### config.mk
export PLATFORM = sky130hd
export DESIGN_NAME = seq_restoring_divider_flat
export DESIGN_NICKNAME = d
export VERILOG_FILES = /design/src/rtl/seq_restoring_divider_if.sv /design/src/rtl/seq_restoring_divider.sv /design/src/flat_wrapper.sv
export SDC_FILE = /design/constraint.sdc
export NUM_CORES = 1
export LEC_CHECK = 0
export ABC_AREA = 1
export BUFFER_PORTS_ARGS = -buffer_cell sky130_fd_sc_hd__buf_2
export CAP_MARGIN = 10
export CORE_ASPECT_RATIO = 0.9
export CORE_MARGIN = 5
export CORE_UTILIZATION = 40
export DETAILED_ROUTE_END_ITERATION = 8
export PLACE_DENSITY = 0.61
export SKIP_CTS_REPAIR_TIMING = 1
export SYNTH_ARGS = -nofsm -noshare
export SYNTH_HDL_FRONTEND = slang
export SYNTH_SLANG_ARGS = --single-unit
### constraint.sdc
create_clock -name clk -period 1.9 [get_ports clk]
set_input_delay 0.095 -clock clk [delete_from_list [all_inputs] [get_ports clk]]
set_output_delay 0.095 -clock clk [all_outputs]
set_load 0.02 [all_outputs]
### src/rtl/seq_restoring_divider_if.sv
// Start/busy/done handshake and operand/result bus between the ALU control
// FSM (master) and the iterative divider (slave).
interface seq_restoring_divider_if #(
  parameter int WIDTH = 16
);
  logic             start;
  logic [WIDTH-1:0] dividend;
  logic [WIDTH-1:0] divisor;
  logic             busy;
  logic             done;
  logic [WIDTH-1:0] quotient;
  logic [WIDTH-1:0] remainder;
  logic             div_by_zero;

  modport master (
    output start, dividend, divisor,
    input  busy, done, quotient, remainder, div_by_zero
  );

  modport slave (
    input  start, dividend, divisor,
    output busy, done, quotient, remainder, div_by_zero
  );
endinterface

### src/rtl/seq_restoring_divider.sv
// Unsigned iterative restoring divider: one quotient bit per cycle, MSB first.
// Each trial subtraction is done as R + ~D + 1 so the carry-out is the
// no-borrow flag, matching the CLA adder datapath it shares the ALU with.
module seq_restoring_divider #(
  parameter int WIDTH = 16
) (
  input logic                    clk,
  input logic                    rst,
  seq_restoring_divider_if.slave bus
);
  localparam int CNT_W = $clog2(WIDTH) + 1;
  localparam logic [CNT_W-1:0] LAST_CNT = CNT_W'(WIDTH - 1);

  typedef enum logic [1:0] {IDLE, RUN, DONE} state_t;

  state_t           state_q;
  logic [CNT_W-1:0] cnt_q;
  logic             busy_q;
  logic             done_q;
  logic             dbz_q;
  logic [WIDTH-1:0] quo_q;
  logic [WIDTH-1:0] rem_q;

  // Working registers of the shift/subtract loop
  logic [WIDTH-1:0] part_r_q;
  logic [WIDTH-1:0] quo_w_q;
  logic [WIDTH-1:0] dvsr_q;
  logic [WIDTH-1:0] part_r_d;
  logic [WIDTH-1:0] quo_w_d;

  logic [WIDTH:0]   shifted;
  logic [WIDTH:0]   diff;
  logic [WIDTH:0]   sel;
  logic             no_borrow;
  logic             unused_sel_msb;

  wire accept = (state_q == IDLE) && bus.start;

  // One restoring iteration: shift {R,Q} left, trial-subtract D, keep or restore
  always_comb begin
    shifted            = {part_r_q, quo_w_q[WIDTH-1]};
    {no_borrow, diff}  = {1'b0, shifted} + {1'b0, ~{1'b0, dvsr_q}} + (WIDTH + 2)'(1);
    sel                = no_borrow ? diff : shifted;
    part_r_d           = sel[WIDTH-1:0];
    quo_w_d            = {quo_w_q[WIDTH-2:0], no_borrow};
  end

  // R < D always holds, so the selected value never needs its top bit
  assign unused_sel_msb = sel[WIDTH];

  // Datapath: load operands on accept, iterate while running
  always_ff @(posedge clk) begin
    if (accept) begin
      quo_w_q  <= bus.dividend;
      dvsr_q   <= bus.divisor;
      part_r_q <= '0;
    end else if (state_q == RUN) begin
      part_r_q <= part_r_d;
      quo_w_q  <= quo_w_d;
    end
  end

  // Control FSM with registered handshake and result outputs
  always_ff @(posedge clk or posedge rst) begin
    if (rst) begin
      state_q <= IDLE;
      cnt_q   <= '0;
      busy_q  <= 1'b0;
      done_q  <= 1'b0;
      dbz_q   <= 1'b0;
      quo_q   <= '0;
      rem_q   <= '0;
    end else begin
      case (state_q)
        IDLE: begin
          if (bus.start) begin
            cnt_q  <= '0;
            busy_q <= 1'b1;
            if (bus.divisor == '0) begin
              // Division by zero resolves immediately without iterating
              quo_q   <= '1;
              rem_q   <= bus.dividend;
              dbz_q   <= 1'b1;
              done_q  <= 1'b1;
              state_q <= DONE;
            end else begin
              state_q <= RUN;
            end
          end
        end
        RUN: begin
          cnt_q <= cnt_q + 1'b1;
          if (cnt_q == LAST_CNT) begin
            quo_q   <= quo_w_d;
            rem_q   <= part_r_d;
            dbz_q   <= 1'b0;
            done_q  <= 1'b1;
            state_q <= DONE;
          end
        end
        DONE: begin
          done_q  <= 1'b0;
          busy_q  <= 1'b0;
          state_q <= IDLE;
        end
        default: state_q <= IDLE;
      endcase
    end
  end

  assign bus.busy        = busy_q;
  assign bus.done        = done_q;
  assign bus.quotient    = quo_q;
  assign bus.remainder   = rem_q;
  assign bus.div_by_zero = dbz_q;

endmodule

### src/flat_wrapper.sv
// flat-port wrapper written by rule: the top's interface ports become plain ports
module seq_restoring_divider_flat 
#(
  parameter int WIDTH = 16
)
  (clk, rst, bus_start, bus_dividend, bus_divisor, bus_busy, bus_done, bus_quotient, bus_remainder, bus_div_by_zero);
  seq_restoring_divider_if #(.WIDTH(WIDTH)) bus_i ();
  input logic clk;
  input logic rst;
  input wire logic [$bits(bus_i.start)-1:0] bus_start;
  input wire logic [$bits(bus_i.dividend)-1:0] bus_dividend;
  input wire logic [$bits(bus_i.divisor)-1:0] bus_divisor;
  output wire logic [$bits(bus_i.busy)-1:0] bus_busy;
  output wire logic [$bits(bus_i.done)-1:0] bus_done;
  output wire logic [$bits(bus_i.quotient)-1:0] bus_quotient;
  output wire logic [$bits(bus_i.remainder)-1:0] bus_remainder;
  output wire logic [$bits(bus_i.div_by_zero)-1:0] bus_div_by_zero;
  assign bus_i.start = bus_start;
  assign bus_i.dividend = bus_dividend;
  assign bus_i.divisor = bus_divisor;
  assign bus_busy = bus_i.busy;
  assign bus_done = bus_i.done;
  assign bus_quotient = bus_i.quotient;
  assign bus_remainder = bus_i.remainder;
  assign bus_div_by_zero = bus_i.div_by_zero;
  seq_restoring_divider #(.WIDTH(WIDTH)) u_core (.clk(clk), .rst(rst), .bus(bus_i));
endmodule
# Word-level counts from Yosys, hierarchy flattened
# Cells that the tools add are included.
totals:
  word_cells: 57
  input_bits: 35
  output_inout_bits: 35
  register_bits: 90
classes:
  n_reduce_logical: 12
  bitwise: 1
  eq_ne: 6
  n_mux: 25
  addsub: 3
ops:
  columns: ["operator", "count"]
  rows:
  - ["$mux 16", 9]
  - ["$pmux 16 s2", 2]
  - ["$add 17x17->18", 1]
  - ["$add 18x1->18 const B", 1]
  - ["$not 16->17", 1]
  - ["$logic_not 16->1", 1]
  - ["$pmux 5 s2", 1]
  - ["$reduce_and 4->1", 2]
  - ["$mux 2", 3]
  - ["$ne 2x2->1 const B", 3]
  - ["$reduce_and 2->1", 3]
  - ["$reduce_bool 2->1", 3]
  - ["$add 5x1->5 const B", 1]
  - ["$eq 5x4->1 const B", 1]
  - ["$mux 1", 5]
  - ["$mux 5", 1]
  - ["$pmux 1 s2", 2]
  - ["$pmux 2 s2", 1]
  - ["$pmux 1 s3", 1]
  - ["$reduce_bool 3->1", 1]
  - ["$eq 2x1->1 const B", 1]
  - ["$eq 2x2->1 const B", 1]
  - ["$logic_not 2->1", 1]
  - ["$logic_and 1x1->1", 1]

# Logic depth before layout (Yosys ltp)
depth:
  depth_word: 6
  ltp_mapped: 14

# Worst setup path before layout
# No wires, ideal clock.
synth_path:
  kind: "register -> register"
  from: "register u_core.state_q[0]"
  to: "register u_core.dvsr_q[0] (enable)"
  arrival_ns: 1.648
  path_slack_ns: -0.135
  period_less_slack_ns: 2.035
  required_time_ns: 1.514
  stages_incl_launch_ff: 6
  path_buffers: 1
  cell_sequence: "dfrtp_1 -> inv_1 -> ha_1 -> nand2_2 -> inv_2 -> buf_1"
synth_via:
  elab_chain_cells: 2
synth_rtl:
  columns: ["element", "line", "source"]
  rows:
  - ["from (decl)", "seq_restoring_divider.sv:16", "state_t state_q;"]
  - ["from (signal assigned)", "seq_restoring_divider.sv:66", "state_q <= IDLE;"]
  - ["from (signal assigned)", "seq_restoring_divider.sv:85", "state_q <= DONE;"]
  - ["from (signal assigned)", "seq_restoring_divider.sv:87", "state_q <= RUN;"]
  - ["$logic_not 2->1", "seq_restoring_divider.sv:37", "wire accept = (state_q == IDLE) && bus.start;"]
  - ["$logic_and 1x1->1", "seq_restoring_divider.sv:37", null]
  - ["named net u_core.accept", "seq_restoring_divider.sv:37", null]
  - ["to (signal assigned)", "seq_restoring_divider.sv:55", "dvsr_q <= bus.divisor;"]
  - ["to (decl)", "seq_restoring_divider.sv:27", "logic [WIDTH-1:0] dvsr_q;"]
# The timed path passes the listed nets, and every way through them passes these cells.
# A chain may end at the register's enable or synchronous reset.

# Worst setup path in the final report
layout_path:
  from: "register u_core.dvsr_q[0]"
  to: "register u_core.part_r_q[14]"
layout_via:
  elab_chain_cells: 4
layout_rtl:
  columns: ["element", "line", "source"]
  rows:
  - ["$not 16->17", "seq_restoring_divider.sv:42", "{no_borrow, diff} = {1'b0, shifted} + {1'b0, ~{1'b0, dvsr_q}} + (WIDTH + 2)'(1);"]
  - ["$add 17x17->18", "seq_restoring_divider.sv:42", null]
  - ["$add 18x1->18", "seq_restoring_divider.sv:42", null]
  - ["$mux 16", "seq_restoring_divider.sv:43", "sel = no_borrow ? diff : shifted;"]
  - ["to (signal assigned)", "seq_restoring_divider.sv:58", "part_r_q <= part_r_d;"]
  - ["to (decl)", "seq_restoring_divider.sv:25", "logic [WIDTH-1:0] part_r_q;"]
# No other way between the ends.

==> out/results.tsv <==
stage	metric	value	unit
run_status	outcome	completed	
setup_path	CP Data Required Time	2.15	ns
setup_path	RR Startpoint	u_core.dvsr_q[0]	
cells_and_area	Core Util, Final	0.5553	
yosys	synth unique cells	36	
placed_design	pre-CTS WS	-0.06099	ns
detailed_routing	vias post-DR	4610	
die	Starting Density	0.4115	
die	die area	0.01486	mm²
grt	first-pass GRT wire length	21480	µm
cells_and_area	Design Area, Final	0.006759	mm²
placed_design	DPL Wire Length	9566	µm
clocking	CTS Buf Count	9	
clocking	Max H-tree Level	3	
clocking	# clock sinks	90	
clocking	Clock transition at path regs	0.07	ns
cells_and_area	register area	0.002336	mm²
detailed_routing	DR DRC count	0	
setup_path	R2R Path End	u_core.part_r_q[14]	
yosys	most frequent cells after synthesis	nand2_1 (229), inv_1 (88), nor2_1 (55)	
die	Die H	116.2	µm
yosys	number of synthesized flops with an enable pin	32	
timing	Max Fclk	552.8	MHz
placed_design	gpl congestion	0.8956	
setup_path	critical path class	register to register	
timing	final hold violations	0	
setup_path	slowest CP cell	edfxtp_1	
grt	initial antenna violation count	0	
placed_design	Placed Cells	896	
timing	worst hold slack	0.0004765	ns
cells_and_area	fin cells	942	
setup_path	critical path endpoint	u_core.part_r_q[14]	
setup_path	CP Max Fanout	4	
timing	RSZ-0062 raised after global routing	true	
power_and_ir_drop	leakage	3.456	nW
detailed_routing	Starting DRT DRC Count	324	
setup_path	CP startpoint	u_core.dvsr_q[0]	
timing	skew final	0.01111	ns
yosys	Cell Area, Synth	0.005009	mm²
yosys	yosys warns	0	
setup_path	max incr delay on CP	0.41	ns
clocking	Clk Latency, worst-skew pair	0.35	ns
grt	vias in the first global route	4547	
timing	setup TNS	0	ns
timing	max_slew headroom	0.6299	
timing	worst slew pin tran	0.5551	ns
setup_path	CP Data Arrival Time	2.06	ns
setup_path	Worst setup EP type	register	
die	Die X-Extent	128.0	µm
cells_and_area	n_diodes	0	
power_and_ir_drop	pwr dens	1861	mW/mm²
placed_design	Area after DPL	0.005768	mm²
cells_and_area	fillers	1174	
die	row count	38	
power_and_ir_drop	Pwr Total	12.58	mW
timing	Final Cycle Share	0.9520	
grt	remaining global-route overflow	0	
timing	Max Slew Vio Count	0	
grt	GRT Util Overall	0.1812	
detailed_routing	wirelength, routed	13680	µm
yosys	top cells by area, synth	dfrtp_1 (21%), edfxtp_1 (19%), nand2_1 (17%), inv_1 (6.6%), dfxtp_1 (6.4%)	
setup_path	register-to-register setup slack	0.09	ns
run	max-cap violations	0	
setup_path	reg2reg path depth	12	
yosys	Synth Flop Type	dfrtp_1	
yosys	most frequent cell after synthesis	nand2_1	
cells_and_area	area grow syn2layout	34.95	%
yosys	ys async rst share	0.4667	
timing	min cycle time layout	1.809	ns
detailed_routing	Antenna Nets Post-Route	0	
timing	setup violators final	0	
clocking	maximum buffer depth of the clock tree	2	
setup_path	startpoint types	register	
yosys	synthesis-stage register bit count	90	
placed_design	IO buf count	69	
die	I/O pin count	70	
detailed_routing	drt first pass iters	5	
setup_path	worst-path cell chain	ha_4 -> fa_2 -> inv_2 -> nand3_2 -> nand2_4 -> nand2_2 -> nand2_2 -> nand2_2 -> nand3_2 -> nand3_2 -> nand3_1 -> nand2_1	
cells_and_area	combined area of the multi-input logic cells	0.002594	mm²
timing	setup ws final	0.09113	ns
yosys	post-synthesis average cell area	7.694	µm²
clocking	TritonCTS clock tree	done	
die	core region area	0.01217	mm²
grt	largest net degree at the start of global routing	48	
cells_and_area	nets@finish	834	
yosys	register area share after synthesis	0.4657	
hold_path	Hold WC Path Type	primary input to register	
detailed_routing	vias per cell	4.894	
yosys	Syn Nets	708	
cells_and_area	share of cells above drive strength 1	0.2916	
yosys	Gate Count Post-Synth	651	
yosys	cell taking the most area after synthesis	dfrtp_1	
detailed_routing	detailed-route wire length per cell	14.52	µm
clocking	CTS root buffer	clkbuf_16	
power_and_ir_drop	Max VDD drop	0.9362	mV
yosys	top cell type's share of synthesized area	0.2098	
-- worst max-delay path: cells and delay by family, from the launching register on --
kind	cells	cell delay (ns)
simple gates	9	0.67
buf+inv	1	0.07
flops	1	0.41
fa+ha+maj	2	0.56
-- layout by cell type (no fill, tap or decap), drive strengths merged, types with 2 or more instances in the layout --
master         n
clkinv         2
nor3           3
buf          113
dlygate4sd3   17
nand4         14
clkinvlp       2
a22oi         16
inv           98
nand2        235
edfxtp        32
o21ai         23
nor2          59
o22ai          3
dfrtp         42
clkbuf        11
nand3         49
ha            21
dfxtp         16
xor2           6
a21oi         13
-- state kept, by name (all words and copies together) (netlist names) --
register	count
u_core.quo_w_q	16
u_core.state_q	2
u_core.bus.done	1
u_core.bus.quotient	16
u_core.dvsr_q	16
u_core.bus.remainder	16
u_core.cnt_q	5
u_core.bus.busy	1
u_core.part_r_q	16
u_core.bus.div_by_zero	1
-- how the worst min path moves through the flow --
| stage | endpoint | slack, ns | start | cells past startpoint |
|---|---|---|---|---|
| after floorplan | u_core.dvsr_q[0] | 0.19 | bus_divisor[0] | 0 |
| after global placement | u_core.bus.remainder[2] | 0.26 | rst | 3 |
| after detailed placement | u_core.bus.busy | 0.27 | rst | 3 |
| after CTS | u_core.bus.busy | -0.11 | rst | 3 |
| after global routing | u_core.bus.remainder[4] | 0.01 | bus_dividend[4] | 3 |
| final | u_core.bus.remainder[13] | 0.0005 | bus_dividend[13] | 3 |
-- cell families (layout without fill, tap and decap cells) --
| group | Yosys count | after routing | synth area share |
|---|---|---|---|
| AO/OA/AOI/OAI | 58 | 58 | 0.06870 |
| XOR/XNOR | 7 | 7 | 0.01224 |
| adder cells (fa/ha/maj) | 22 | 22 | 0.05646 |
| buffers and inverters | 113 | 243 | 0.08943 |
| flip-flops | 90 | 90 | 0.4657 |
| AND/OR/NAND/NOR | 361 | 362 | 0.3075 |
-- report_power, final --
group          leakage [nW]  internal (mW)  switching (mW)  total (mW)
clock                 0.133          0.897           0.825        1.72
combinational          2.36           2.91            4.43        7.34
sequential            0.968           2.98           0.539        3.52
total                  3.46           6.78            5.80        12.6
-- cell type report --
cell class / instances / area share
Timing Repair Buffer: 132 / 0.1470
Clock buffer: 9 / 0.03332
Sequential cell: 90 / 0.3456
Clock inverter: 7 / 0.007590
Tap cell: 160 / 0.02962
Multi-Input combinational cell: 449 / 0.3837
Inverter: 95 / 0.05313
-- per-layer routing --
metal,global-route usage,up-vias,wire [µm]
li1,-,2326,-
met1,0.2338,2177,6252
met5,0,-,0
met3,0.04572,17,632
met2,0.3060,90,6573
met4,0.04880,0,222
Note: power is estimated with default switching activity, not from simulation.
